$ cat src/rtl/dmem_arb_pkg.sv
// Shared types and constants for the dmem arbiter: FSM states, byte-enable
// patterns and port indices.
package dmem_arb_pkg;

  typedef enum logic [1:0] {
    IDLE   = 2'd0,
    ACCESS = 2'd1,
    WRITE  = 2'd2,
    DONE   = 2'd3
  } state_t;

  localparam logic [3:0] BE_FULL = 4'hF;
  localparam logic [3:0] BE_NONE = 4'h0;

  localparam logic PORT0 = 1'b0;
  localparam logic PORT1 = 1'b1;

  localparam logic [31:0] WORD_MASK = 32'hFFFF_FFFC;

  // A store that touches some but not all bytes needs a read-modify-write.
  function automatic logic is_partial(input logic [3:0] be);
    return (be != BE_FULL) && (be != BE_NONE);
  endfunction

endpackage

$ cat src/rtl/dmem_arbiter_byte_merge.sv
// Per-byte select between the word read from memory and the new store data.
module byte_merge (
  input  logic [31:0] old_word,
  input  logic [31:0] new_word,
  input  logic [3:0]  be,
  output logic [31:0] merged
);

  genvar gi;
  generate
    for (gi = 0; gi < 4; gi++) begin : g_lane
      assign merged[8*gi +: 8] = be[gi] ? new_word[8*gi +: 8] : old_word[8*gi +: 8];
    end
  endgenerate

endmodule

$ cat src/rtl/dmem_arbiter.sv
// Two-port arbiter in front of a word-only single-port dmem; sequences
// reads, full writes and read-modify-write byte stores.
module dmem_arbiter
  import dmem_arb_pkg::*;
#(
  parameter bit RR_EN = 1'b1
) (
  input  logic        clk,
  input  logic        rst,
  input  logic [1:0]  req,
  input  logic [1:0]  we,
  input  logic [3:0]  be0,
  input  logic [3:0]  be1,
  input  logic [31:0] addr0,
  input  logic [31:0] addr1,
  input  logic [31:0] wdata0,
  input  logic [31:0] wdata1,
  output logic [1:0]  ack,
  output logic [31:0] rdata,
  output logic        busy,
  output logic        mem_read,
  output logic        mem_write,
  output logic [31:0] mem_addr,
  output logic [31:0] mem_wdata,
  input  logic [31:0] mem_rdata
);

  state_t      state_reg, state_next;
  logic        win_reg;
  logic        last_reg;
  logic        we_reg;
  logic [3:0]  be_reg;
  logic [31:0] addr_reg;
  logic [31:0] wdata_reg;
  logic [31:0] merged_reg;
  logic [31:0] rdata_reg;

  logic        grant;
  logic [31:0] merged_word;
  logic        mem_read_raw;
  logic        mem_write_raw;

  byte_merge u_merge (
    .old_word (mem_rdata),
    .new_word (wdata_reg),
    .be       (be_reg),
    .merged   (merged_word)
  );

  // On contention the pointer names the last port served; the other one wins.
  always_comb begin
    grant = PORT0;
    if (req == 2'b10) begin
      grant = PORT1;
    end else if ((req == 2'b11) && RR_EN && (last_reg == PORT0)) begin
      grant = PORT1;
    end
  end

  always_ff @(posedge clk) begin
    if (rst) begin
      state_reg <= IDLE;
    end else begin
      state_reg <= state_next;
    end
  end

  always_comb begin
    state_next = state_reg;
    case (state_reg)
      IDLE:    if (|req) state_next = ACCESS;
      ACCESS:  state_next = (we_reg && is_partial(be_reg)) ? WRITE : DONE;
      WRITE:   state_next = DONE;
      DONE:    state_next = IDLE;
      default: state_next = IDLE;
    endcase
  end

  always_comb begin
    mem_read_raw  = 1'b0;
    mem_write_raw = 1'b0;
    mem_addr      = 32'h0;
    mem_wdata     = 32'h0;
    ack           = 2'b00;
    case (state_reg)
      ACCESS: begin
        mem_addr = addr_reg;
        if (!we_reg) begin
          mem_read_raw = 1'b1;
        end else if (be_reg == BE_FULL) begin
          mem_write_raw = 1'b1;
          mem_wdata     = wdata_reg;
        end else if (be_reg != BE_NONE) begin
          mem_read_raw = 1'b1;
        end
      end
      WRITE: begin
        mem_addr      = addr_reg;
        mem_write_raw = 1'b1;
        mem_wdata     = merged_reg;
      end
      DONE:    ack = win_reg ? 2'b10 : 2'b01;
      default: ;
    endcase
  end

  // Strobes are gated with reset so an abandoned store never commits.
  assign mem_read  = mem_read_raw & ~rst;
  assign mem_write = mem_write_raw & ~rst;
  assign busy      = (state_reg != IDLE);
  assign rdata     = rdata_reg;

  always_ff @(posedge clk) begin
    if (rst) begin
      win_reg    <= PORT0;
      last_reg   <= PORT1;
      we_reg     <= 1'b0;
      be_reg     <= BE_NONE;
      addr_reg   <= 32'h0;
      wdata_reg  <= 32'h0;
      merged_reg <= 32'h0;
      rdata_reg  <= 32'h0;
    end else begin
      case (state_reg)
        IDLE: begin
          if (|req) begin
            win_reg   <= grant;
            we_reg    <= grant ? we[1] : we[0];
            be_reg    <= grant ? be1 : be0;
            addr_reg  <= (grant ? addr1 : addr0) & WORD_MASK;
            wdata_reg <= grant ? wdata1 : wdata0;
          end
        end
        ACCESS: begin
          if (!we_reg) begin
            rdata_reg <= mem_rdata;
          end else if (is_partial(be_reg)) begin
            merged_reg <= merged_word;
          end
        end
        DONE:    last_reg <= win_reg;
        default: ;
      endcase
    end
  end

endmodule

$ cat config.mk
export PLATFORM = sky130hd
export DESIGN_NAME = dmem_arbiter
export DESIGN_NICKNAME = d
export VERILOG_FILES = /design/src/rtl/dmem_arb_pkg.sv /design/src/rtl/dmem_arbiter_byte_merge.sv /design/src/rtl/dmem_arbiter.sv
export SDC_FILE = /design/constraint.sdc
export NUM_CORES = 1
export LEC_CHECK = 0
export ABC_AREA = 1
export CAP_MARGIN = 20
export CORE_MARGIN = 3
export CORE_UTILIZATION = 30
export CTS_BUF_LIST = sky130_fd_sc_hd__clkbuf_2 sky130_fd_sc_hd__clkbuf_4 sky130_fd_sc_hd__clkbuf_8
export DETAILED_ROUTE_END_ITERATION = 8
export SLEW_MARGIN = 40
export SYNTH_ARGS = -nofsm -noshare
export SYNTH_HDL_FRONTEND = slang
export SYNTH_SLANG_ARGS = --single-unit
$ cat constraint.sdc
create_clock -name clk -period 2.16 [get_ports clk]
set_input_delay 0.432 -clock clk [delete_from_list [all_inputs] [get_ports clk]]
set_output_delay 0.432 -clock clk [all_outputs]
set_load 0.005 [all_outputs]
# After elaboration in Yosys (flattened, before gate mapping)

Index checks and enable logic that the tools add are counted.

Equal/unequal tests: 8
Muxes and demuxes: 26
Bitwise logic cells: 5
Reductions and logical operators: 11

Operators with widths:

| operator           | number |
|---|---|
| $mux 32            | 5 |
| $pmux 32 s2        | 1 |
| $mux 8             | 4 |
| $mux 1             | 10 |
| $eq 2x2->1 const B | 4 |
| $pmux 2 s4         | 1 |
| $mux 2             | 3 |
| $eq 4x4->1 const B | 1 |
| $mux 4             | 1 |
| $ne 4x4->1 const B | 1 |
| $reduce_and 2->1   | 2 |
| $reduce_bool 4->1  | 1 |
| $reduce_or 2->1    | 2 |
| $logic_and 1x1->1  | 3 |
| $not 1->1          | 3 |
| $reduce_and 3->1   | 1 |
| $and 1x1->1        | 2 |
| $eq 2x1->1 const B | 1 |
| $logic_not 2->1    | 1 |
| $ne 2x2->1 const B | 1 |
| $pmux 1 s2         | 1 |
| $reduce_bool 2->1  | 1 |

Register bits after elaboration: 135
Output and inout port bits: 101
Word-level logic and storage cells: 59

# Depth between registers and ports, before layout

Gate-level depths: netlist of the first run.

Depth after elaboration: 6
Depth in mapped cells: 9
Gate-level depth less buffers: 8

# Modules after synthesis

From an unflattened synthesis of the first run, not the netlist that was laid out.

Cell total of the unflattened synthesis: 1,111
Area total of the unflattened synthesis: 6,794.0 um2

By module, submodules not included:

| module       | times used | cells each | area each (um2) | seq. area each (um2) |
|---|---|---|---|---|
| dmem_arbiter | 1          | 1,007      | 6,373.6         | 2,702.6 |
| byte_merge   | 1          | 104        | 420.4           | 0.0 |

# Least setup slack after synthesis of the first run

No wires, ideal clock.

Path kind: register to output
Start: reg state_reg[0]
End: out mem_wdata[0]
Arrival: 1.263 ns
Slack: 0.465 ns
Stages on the path, launching flop included: 6
Path buffers: 1
Path through: dfxtp_1 -> inv_1 -> ha_1 -> inv_1 -> clkbuf_1 -> a21oi_1

Cells in the longest elaborated chain, start to end: 2

RTL lines:

| element                                         | RTL line           | text |
|---|---|---|
| start, declared                                 | dmem_arbiter.sv:28 | `state_t state_reg, state_next;` |
| start signal, assigned                          | dmem_arbiter.sv:64 | `state_reg <= state_next;` |
| $eq 2x2->1 / $eq 2x1->1 (equally long branches) | dmem_arbiter.sv:85 | `case (state_reg)` |
| $pmux 32 s2 *                                   | dmem_arbiter.sv:85 |  |
| end, declared                                   | dmem_arbiter.sv:24 | `output logic [31:0] mem_wdata,` |

Every way passes the cells marked *; elsewhere a longest branch is shown, timed or not.

# Final worst setup path of the first run

Start: reg state_reg[1]
End: out mem_addr[12]

Cells in the longest elaborated chain, start to end: 3

RTL lines:

| element                                         | RTL line           | text |
|---|---|---|
| $eq 2x1->1 / $eq 2x2->1 (equally long branches) | dmem_arbiter.sv:85 |  |
| $reduce_or 2->1 (no line) *                     | -                  |  |
| $mux 32 *                                       | dmem_arbiter.sv:85 |  |
| end, declared                                   | dmem_arbiter.sv:23 | `output logic [31:0] mem_addr,` |

Marks and branches as above.

==> run metrics, run 1 <==
status finished, violations left; failing checks setup timing; post-layout min period about 2.3 ns; final wirelength 23.9 mm; fin area roughly 11000 sq um; XOR/XNOR share of the synthesized area 0%; Worst Path Max Fanout 5; Worst-path clk slew 0.08 ns; synthesis-to-layout area growth 58.6%; CTS root buf clkbuf_8; Final Cycle Share 107%; nets 1534; total CTS buffers 17; Port Buffers 268; Synth Area in Compound Gates 20.2%; Post-Synth Simple-Gate Area 27.0%; layout cell share with drive strength beyond 1 19.5%; largest family of logic cells by synthesized area simple AND/OR/NAND/NOR gates; # hold bufs at CTS 0; mux share of post-synthesis cell area 0%; Post-Syn Area 6780 sq um; Via density about 4.6; Die ar. around 24000 sq um; Power per Cell Area 1190 nW/um^2; flops & latches, synth 135; CTS tree built; drt drc 0; fin. max-slew vios 0; Worst Skew between 0.01 and 0.015 ns; Horiz. Die Dim ~160 um; clock latency at the later pin of the worst-skew pair approximately 0.45 ns; grt ovf 0; vias in the first global route between 6000 and 7000; Placer Congestion 0.767; Warnings, synthesis 0; via count 7518; Hold WS 0.464 ns; clk buf depth 2; CTS Sinks 135; wire per inst 14.5 um; antenna violations before repair 0; all-layer global routing usage between 10% and 20%; sequential fraction of the synthesis area 39.8%; placed inst area 9890 sq um; most frequent cells in the layout nand2_1, clkdlybuf4s50_1, nor2_1, dfxtp_1, o21ai_0; Chip Height 156 um; first-pass GRT wire length 36.6 mm; Worst VDD drop 0.893 mV; htree depth 4; DP HPWL 16.2 mm; crit path capture type output pin; Netlist cell types 21; DRT iter0 DRCs 246; post-synthesis cell count 1079; WS Path Type flip-flop to output pin; Pleak 5.17 nW; DRT antenna net count 0; Cell Rows 54; worst path required time 1.73 ns; Core ar. approximately 22000 sq um; largest net degree at the start of global routing roughly 80; final setup violating endpoints 56; Startpoint Class flip-flop; TritonRoute pass-1 iters 5; n_diodes 0; Ports around 280; Arr. time, crit path approximately 1.9 ns; MaxCap Viol Count 0; syn avg cell area 6.29 sq um; Worst Hold Class flip-flop to flip-flop; setup TNS -4.17 ns; Initial Utilization 30.8%; most common cell after layout, fill and taps aside nand2_1; Max Clk Rate 434 MHz; Place WS -0.0993 ns; Hold Vio Cnt, Final 0; final design utilization between 40% and 50%; Post-Synth Adder-Cell Area 0.738%; RSZ-0062 raised after global routing yes; min setup slack post-route -0.146 ns
[power by group]
group / switching [mW] / internal (mW) / leakage, nW
Clock: 1.09 / 1.10 / 0.199
Sequential: 0.577 / 3.36 / 1.11
Combinational: 3.45 / 3.21 / 3.85
Total: 5.12 / 7.67 / 5.17
[final timing paths]
kind / startpoint / endpoint / slack [ns] / cells past startpoint
setup / recovery: state_reg[1] / mem_addr[12] / -0.15 / 10
hold / removal: last_reg / last_reg / 0.46 / 2
setup reg to reg: state_reg[1] / we_reg / 0.39 / 10
hold reg to reg: last_reg / last_reg / 0.46 / 2
[repair_timing]
action | 4_1_cts | 5_1_grt
cloned | 3 | 1
resized for setup | 299 | 98
setup buffers | 14 | 7
setup endpoints to repair | 67 | 61
pin swaps | 1 | 15
[stage by stage]
stage,std cells,power [mW]
finish,1649,12.8
global route,1649,13.8
CTS,1642,12.6
detailed placement,1593,9.56
global placement,1593,9.49
floorplan,1080,6.71
[worst max-delay path: stages (launching register included)]
cell	delay, ns
dfxtp_2	0.34
inv_2	0.05
buf_4	0.13
ha_4	0.22
buf_12	0.13
buf_12	0.12
buf_8	0.13
buf_12	0.12
nand2_2	0.04
inv_1	0.03
buf_2	0.12
[layer usage]
layer  vias up  wire length [um]  global-route usage (%)
met5         -                 0                       0
li1       3907                 -                       -
met4         0               167                    3.58
met2       203             11200                    31.5
met3        13              1790                    6.61
met1      3395             10700                    23.6
[synth_stat cells]
master	instances	area share [%]
nand2_4	1	0.17
buf_4	8	0.89
nand3_4	1	0.26
dfxtp_1	135	40
conb_1	1	0.055
nand3_1	3	0.22
buf_6	9	1.5
clkbuf_1	38	2.1
o21ai_0	126	9.3
nor2_1	135	7.5
buf_2	18	1.3
clkinv_1	1	0.055
nand2_1	339	19
inv_1	107	5.9
inv_2	3	0.17
nor2_4	1	0.17
ha_1	4	0.74
buf_1	4	0.22
a21oi_1	136	10
a21oi_4	1	0.24
o21ai_1	8	0.59
[logic make-up (layout without fill, tap and decap cells)]
| group | Yosys count | count (layout) |
|---|---|---|
| AND/OR/NAND/NOR | 480 | 480 |
| adder cells (fa/ha/maj) | 4 | 4 |
| other | 1 | 2 |
| flip-flops | 135 | 135 |
| AO/OA/AOI/OAI | 271 | 271 |
| buffers and inverters | 188 | 477 |
[area by class of cell]
type,count,area (sq um)
Inverter,111,418
Clock inverter,13,145
Tap cell,280,350
Multi-Input combinational cell,757,3600
Sequential cell,135,2710
Clock buffer,19,262
Timing Repair Buffer,334,3280
Fill cell,2269,11300
Power figures use the tool's default switching activity.
==> run 2: changes to the inputs <==
--- a/config.mk
+++ b/config.mk
@@ -7,7 +7,7 @@
 export LEC_CHECK = 0
 export ABC_AREA = 1
 export CAP_MARGIN = 20
-export CORE_MARGIN = 3
+export CORE_MARGIN = 5
 export CORE_UTILIZATION = 30
 export CTS_BUF_LIST = sky130_fd_sc_hd__clkbuf_2 sky130_fd_sc_hd__clkbuf_4 sky130_fd_sc_hd__clkbuf_8
 export DETAILED_ROUTE_END_ITERATION = 8
==> run 2 against run 1 <==
Effect of this change:
- the run still ends with setup timing left
- non-clock buffer count shrank 5
- cell area shrank 0.63%
- wire length grew 1.5%
- clock power shrank 2%
- die area grew 5.2%
- critical path depth is the same
- combinational power shrank 8.0%
- count of clock-buffer cells in the layout shrank 2
- sequential share of layout area grew 0.15 points
- worst hold slack gained 0.010 ns
- fmax grew 0.10%
- core utilization shrank 1.2 points
- critical endpoint is now mem_wdata[23]
- largest power group unchanged
- highest routed layer unchanged
==> run metrics, run 2 (synthesized netlist as in run 1, its figures left out) <==
status finished, violations left; failing checks setup timing; clk buf depth 2 (unchanged); layout cell share with drive strength beyond 1 16.2% (-3.3 points); CP bufs+invs 5 (-3); delay-heaviest family, CP buffers and inverters; final setup violating endpoints 44 (-21%); Worst Hold Class flip-flop to flip-flop; Cell Rows 55 (+1.9%); fin. max-slew vios 0 (unchanged); Clk pwr share 17.7% (+0.5 points); Max Clk Rate 434 MHz (+0.10%); Port Buffers 268 (unchanged); largest net degree at the start of global routing 97 (+18%); Via density 4.50 (-1.3%); Critical Path End mem_wdata[23]; Horiz. Die Dim 160 um (+2.6%); slowest CP cell dfxtp_2; R2R depth 9 (-1); Ports 275 (unchanged); most frequent cells in the layout nand2_1, clkdlybuf4s50_1, nor2_1, dfxtp_1, o21ai_0; Comb pwr share 50.2% (-1.8 points); Int Power 7.35 mW (-4.2%); Placer Congestion 0.777 (+1.4%); all-layer global routing usage 18.5% (-0.27 points); DP HPWL 16.8 mm (+3.8%); # hold bufs at CTS 0 (unchanged); Sw Pwr 4.85 mW (-5.4%); vias in the first global route 7078 (+2.3%); Die ar. 25700 sq um (+5.2%); Hold Vio Cnt, Final 0 (unchanged); WS Path Type flip-flop to output pin; logic depth of the worst path, buffers included 10 (unchanged); Net Sw Frac 39.7% (-0.30 points); n_diodes 0 (unchanged); CTS tree built; Pleak 5.17 nW (about the same); synthesis-to-layout area growth 57.6%; most common cell after layout, fill and taps aside nand2_1; total CTS buffers 17 (unchanged); htree depth 4 (unchanged); first-pass GRT wire length 38.5 mm (+5.1%); post-layout min period 2.30 ns (-0.00238 ns); grt ovf 0 (unchanged); CTS root buf clkbuf_8; final wirelength 24.3 mm (+1.5%); DRT iter0 DRCs 274 (+11%); crit-path most repeated cell buf_12; Initial Utilization 30.2% (-0.56 points); drt drc 0 (unchanged); CTS Sinks 135 (unchanged); clock latency at the later pin of the worst-skew pair 0.44 ns (about the same); via count 7410 (-1.4%); Worst-path clk slew 0.08 ns (about the same); reg2reg setup slack 0.48 ns (+0.09 ns); Core ar. 22400 sq um (+1.9%); TritonRoute pass-1 iters 4 (-1); Final Cycle Share 107% (-0.11 points); dpl cells 1599 (+0.38%); Worst Skew 0.0110 ns (-0.00227 ns); Chip Height 160 um (+2.6%); min setup slack post-route -0.143 ns (+0.00238 ns); cells along the critical path inv_4, ha_4, nand2_4, nor2_4, buf_12, buf_12, buf_12, nand2_4, a21oi_2, buf_2; register area 2710 sq um (about the same); wire per inst 14.8 um (+1.6%); Worst Path Max Fanout 5 (unchanged); area of the multi-input gates 3540 sq um (-1.7%); DRT antenna net count 0 (unchanged); # fillers 2344 (+3.3%); Critical Path Max Stage Delay 0.34 ns (about the same); RSZ-0062 raised after global routing yes; crit path capture type output pin; register share of total power 32.0% (+1.2 points); R2R Path Start state_reg[0]; Finished Layout Cells 1647 (-0.12%); Power per Cell Area 1140 nW/um^2 (-4.1%); Arr. time, crit path 1.87 ns (about the same); Crit. Startpoint state_reg[1]; worst path required time 1.73 ns (about the same); setup TNS -3.15 ns (+1.02 ns); Hold Crit Depth 2 (unchanged); Reg-to-Reg End wdata_reg[18]; nets 1529 (-0.33%); MaxCap Viol Count 0 (unchanged); Startpoint Class flip-flop; antenna violations before repair 0 (unchanged); Worst VDD drop 0.758 mV (-15%); Place WS -0.117 ns (-0.0182 ns)
-- run 2: cell type report --
class,instances,area share [%]
well taps,285,3.33
multi-input cells,757,33.1
clock buffers,17,2.19
inverters,111,3.93
flip-flops and latches,135,25.3
repair buffers,329,30.7
clock inverters,13,1.46
-- run 2: routing by layer --
| metal | vias to the layer above | GRT usage, % | wire [um] | share of wire, % |
|---|---|---|---|---|
| met1 | 3272 | 22.9 | 10500 | 43 |
| met2 | 212 | 30.6 | 11300 | 47 |
| met5 | - | 0 | 0 | 0 |
| met3 | 26 | 6.36 | 1990 | 8.2 |
| met4 | 0 | 5.59 | 434 | 1.8 |
| li1 | 3900 | - | - | - |
-- run 2: tightest hold or removal path, stage by stage (launching register included) --
cell and delay, ns:
dfxtp_1 0.34, nand2_1 0.06, nand3_1 0.05
-- run 2: worst min path at each step --
stage / from / end / slack (ns)
finish: last_reg / last_reg / 0.47
global placement: last_reg / last_reg / 0.46
floorplan: last_reg / last_reg / 0.43
CTS: last_reg / last_reg / 0.49
global route: last_reg / last_reg / 0.50
detailed placement: last_reg / last_reg / 0.47
-- run 2: metrics by stage --
| stage | hold slack [ns] | util, % | cell area, sq um | power [mW] |
|---|---|---|---|---|
| after global routing | 0.498 | 47.7 | 10700 | 13.2 |
| final | 0.474 | 47.7 | 10700 | 12.2 |
| after floorplan | 0.429 | - | 6790 | 6.71 |
| after global placement | 0.459 | 44.2 | 9920 | 9.50 |
| after detailed placement | 0.466 | 44.2 | 9920 | 9.56 |
| after CTS | 0.485 | 46.9 | 10500 | 12.2 |
-- run 2: power groups by stage --
| stage | combinational, mW | sequential, mW | clock [mW] |
|---|---|---|---|
| 5_1_grt | 6.84 | 4.02 | 2.34 |
| 6_report | 6.13 | 3.91 | 2.16 |
| 2_1_floorplan | 2.92 | 3.78 | 0 |
| 3_3_place_gp | 5.67 | 3.83 | 0 |
| 3_5_place_dp | 5.71 | 3.85 | 0 |
| 4_1_cts | 6.06 | 3.86 | 2.24 |
-- run 2: what timing repair did --
action                                  4_1_cts  5_1_grt
gates cloned                                  4        1
resized for setup                           280       57
setup buffers                                13        2
endpoints found under the setup margin       67       62
pin swaps                                     9       20
==> run 3: changes to the inputs <==
--- a/config.mk
+++ b/config.mk
@@ -7,11 +7,12 @@
 export LEC_CHECK = 0
 export ABC_AREA = 1
 export CAP_MARGIN = 20
+export CORE_ASPECT_RATIO = 1.5
 export CORE_MARGIN = 5
 export CORE_UTILIZATION = 30
 export CTS_BUF_LIST = sky130_fd_sc_hd__clkbuf_2 sky130_fd_sc_hd__clkbuf_4 sky130_fd_sc_hd__clkbuf_8
 export DETAILED_ROUTE_END_ITERATION = 8
-export SLEW_MARGIN = 40
+export SLEW_MARGIN = 20
 export SYNTH_ARGS = -nofsm -noshare
 export SYNTH_HDL_FRONTEND = slang
 export SYNTH_SLANG_ARGS = --single-unit
==> run 3 against run 2 <==
Effect of this change:
- the run still ends with setup timing left
- sequential power fell by 1%
- wire length rose by 2.6%
- sequential share of layout area fell by 0.41 points
- flip-flop and latch count did not move
- clock skew rose by 0.0021 ns
- critical path type unchanged
- combinational power rose by 14%
- global-route usage rose by 0.25 points
- fmax fell by 0.88%
- largest cell class unchanged
- core utilization rose by 0.98 points
- via count rose by 0.16%
- worst setup slack got worse by 0.021 ns
==> run metrics, run 3 (synthesized netlist as in run 1, its figures left out) <==
Worst Hold Class flip-flop to flip-flop; WS Path Type flip-flop to output pin; final wirelength 24.9 mm (+2.6%); Pleak 5.20 nW (+0.69%); post-layout min period 2.32 ns (+0.0206 ns); most common cell after layout, fill and taps aside nand2_1; setup TNS -4.17 ns (-1.02 ns); grt ovf 0 (unchanged); met3 Use GR 5.09% (-1.3 points); slowest CP cell dfxtp_2; Core ar. 22300 sq um (-0.60%); Worst-path clk slew 0.08 ns (about the same); Worst Skew 0.0131 ns (+0.00206 ns); Startpoint Class flip-flop; htree depth 4 (unchanged); Ports 275 (unchanged); final design utilization 48.6% (+0.98 points); met1 GRT Util 20.8% (-2.1 points); Cell Rows 67 (+22%); Worst VDD drop 0.753 mV (-0.64%); most frequent cells in the layout nand2_1, clkdlybuf4s50_1, nor2_1, dfxtp_1, o21ai_0; Critical Path Max Stage Delay 0.35 ns (about the same); GR peak layer met2; clk buf depth 2 (unchanged); drt drc 0 (unchanged); vias in the first global route 7152 (+1.0%); slew of the pin with the lowest slew margin 0.585 ns; delay-heaviest family, CP buffers and inverters; synthesis-to-layout area growth 59.9%; Die ar. 25800 sq um (+0.24%); Hold WS 0.463 ns (-0.0112 ns); M2 GR Usage 33.9% (+3.3 points); wire per inst 15.1 um (+2.2%); Horiz. Die Dim 133 um (-17%); Power per Cell Area 1210 nW/um^2 (+6.0%); TritonRoute pass-1 iters 4 (unchanged); CTS tree built; final setup violating endpoints 50 (+14%); all-layer global routing usage 18.8% (+0.25 points); CP bufs+invs 5 (unchanged); CTS root buf clkbuf_8; Chip Height 194 um (+21%); clock latency at the later pin of the worst-skew pair 0.46 ns (+0.02 ns); fin. max-slew vios 0 (unchanged); antenna violations before repair 0 (unchanged); Initial Utilization 30.4% (+0.18 points); Max Clk Rate 430 MHz (-0.88%); failing checks setup timing; layout cell share with drive strength beyond 1 18.1% (+1.9 points); Arr. time, crit path 1.89 ns (+0.02 ns); Via density 4.49 (-0.20%); status finished, violations left; worst path required time 1.73 ns (about the same); first-pass GRT wire length 38.7 mm (+0.48%); DRT antenna net count 0 (unchanged); CTS Sinks 135 (unchanged); Rel. slew slack 61.0%; min setup slack post-route -0.164 ns (-0.0206 ns); RSZ-0062 raised after global routing yes; n_diodes 0 (unchanged); Place WS -0.139 ns (-0.0214 ns); nets 1542 (+0.85%); total CTS buffers 17 (unchanged); largest net degree at the start of global routing 135 (+39%); via count 7422 (+0.16%); Hold Vio Cnt, Final 0 (unchanged); DRT iter0 DRCs 356 (+30%); Tot Pwr 13.1 mW (+7.6%); cells along the critical path buf_6, ha_4, nand2_4, nor2_4, buf_6, buf_12, buf_12, nand2_4, a21oi_2, buf_2; crit path capture type output pin; MaxCap Viol Count 0 (unchanged); Placer Congestion 0.837 (+7.7%); Port Buffers 268 (unchanged); Worst Path Max Fanout 7 (+2); DP HPWL 16.7 mm (-1.1%); Final Cycle Share 108% (+0.95 points)
-- run 3: cell count changes in the layout (fill, tap and decap cells not counted), sizes merged --
cell	delta
clkinv	+1
clkinvlp	-2
dlygate4sd2	-8
clkdlybuf4s15	-6
clkbuf	+6
inv	-2
bufinv	+1
buf	+24
dlymetal6s2s	+1
-- run 3: where the power goes --
group / total (mW) / switching, mW / internal (mW) / leakage (nW)
clock network: 2.29 / 0.997 / 1.29 / 0.225
registers: 3.87 / 0.517 / 3.35 / 1.11
logic: 6.96 / 3.52 / 3.44 / 3.87
-- run 3: worst paths after layout --
path,startpoint,to,slack [ns],cells after the start
max,state_reg[0],mem_wdata[26],-0.16,10
min,last_reg,last_reg,0.46,2
max reg2reg,state_reg[0],be_reg[3],0.40,10
min reg2reg,last_reg,last_reg,0.46,2
-- run 3: layer usage --
metal / vias to the layer above / part of all wire, %
met5: - / 0
met4: 0 / 2.4
met3: 37 / 5.7
met2: 183 / 52
met1: 3281 / 40
li1: 3921 / -
-- run 3: layout make-up --
type                    instances  area [sq um]
clock buffers                  21           264
clock inverters                11           155
multi-input cells             757          3520
flip-flops and latches        135          2710
inverters                     111           423
repair buffers                342          3430
well taps                     276           345
fillers                      2296         11500
-- run 3: stage by stage --
step | cell area (sq um) | std cells
6_report | 10800 | 1653
5_1_grt | 10800 | 1653
4_1_cts | 10500 | 1639
3_5_place_dp | 9840 | 1584
3_3_place_gp | 9840 | 1584
2_1_floorplan | 6790 | 1080
-- run 3: worst register-to-register path: stages, from the launching register on --
cell	delay [ns]
dfxtp_2	0.33
buf_6	0.12
inv_4	0.06
ha_4	0.15
inv_2	0.05
a21oi_4	0.17
buf_12	0.23
nand2_1	0.12
a21oi_1	0.23
buf_4	0.16
nor2_1	0.03
-- run 3: repair_timing --
action | 4_1_cts | 5_1_grt
endpoints found under the setup margin | 67 | 59
endpoints found under the hold margin | 0 | 0
gates resized for setup | 260 | 124
hold buffers | 0 | 0
cloned | 5 | 4
pin swaps | 2 | 23
setup buffers | 18 | 11
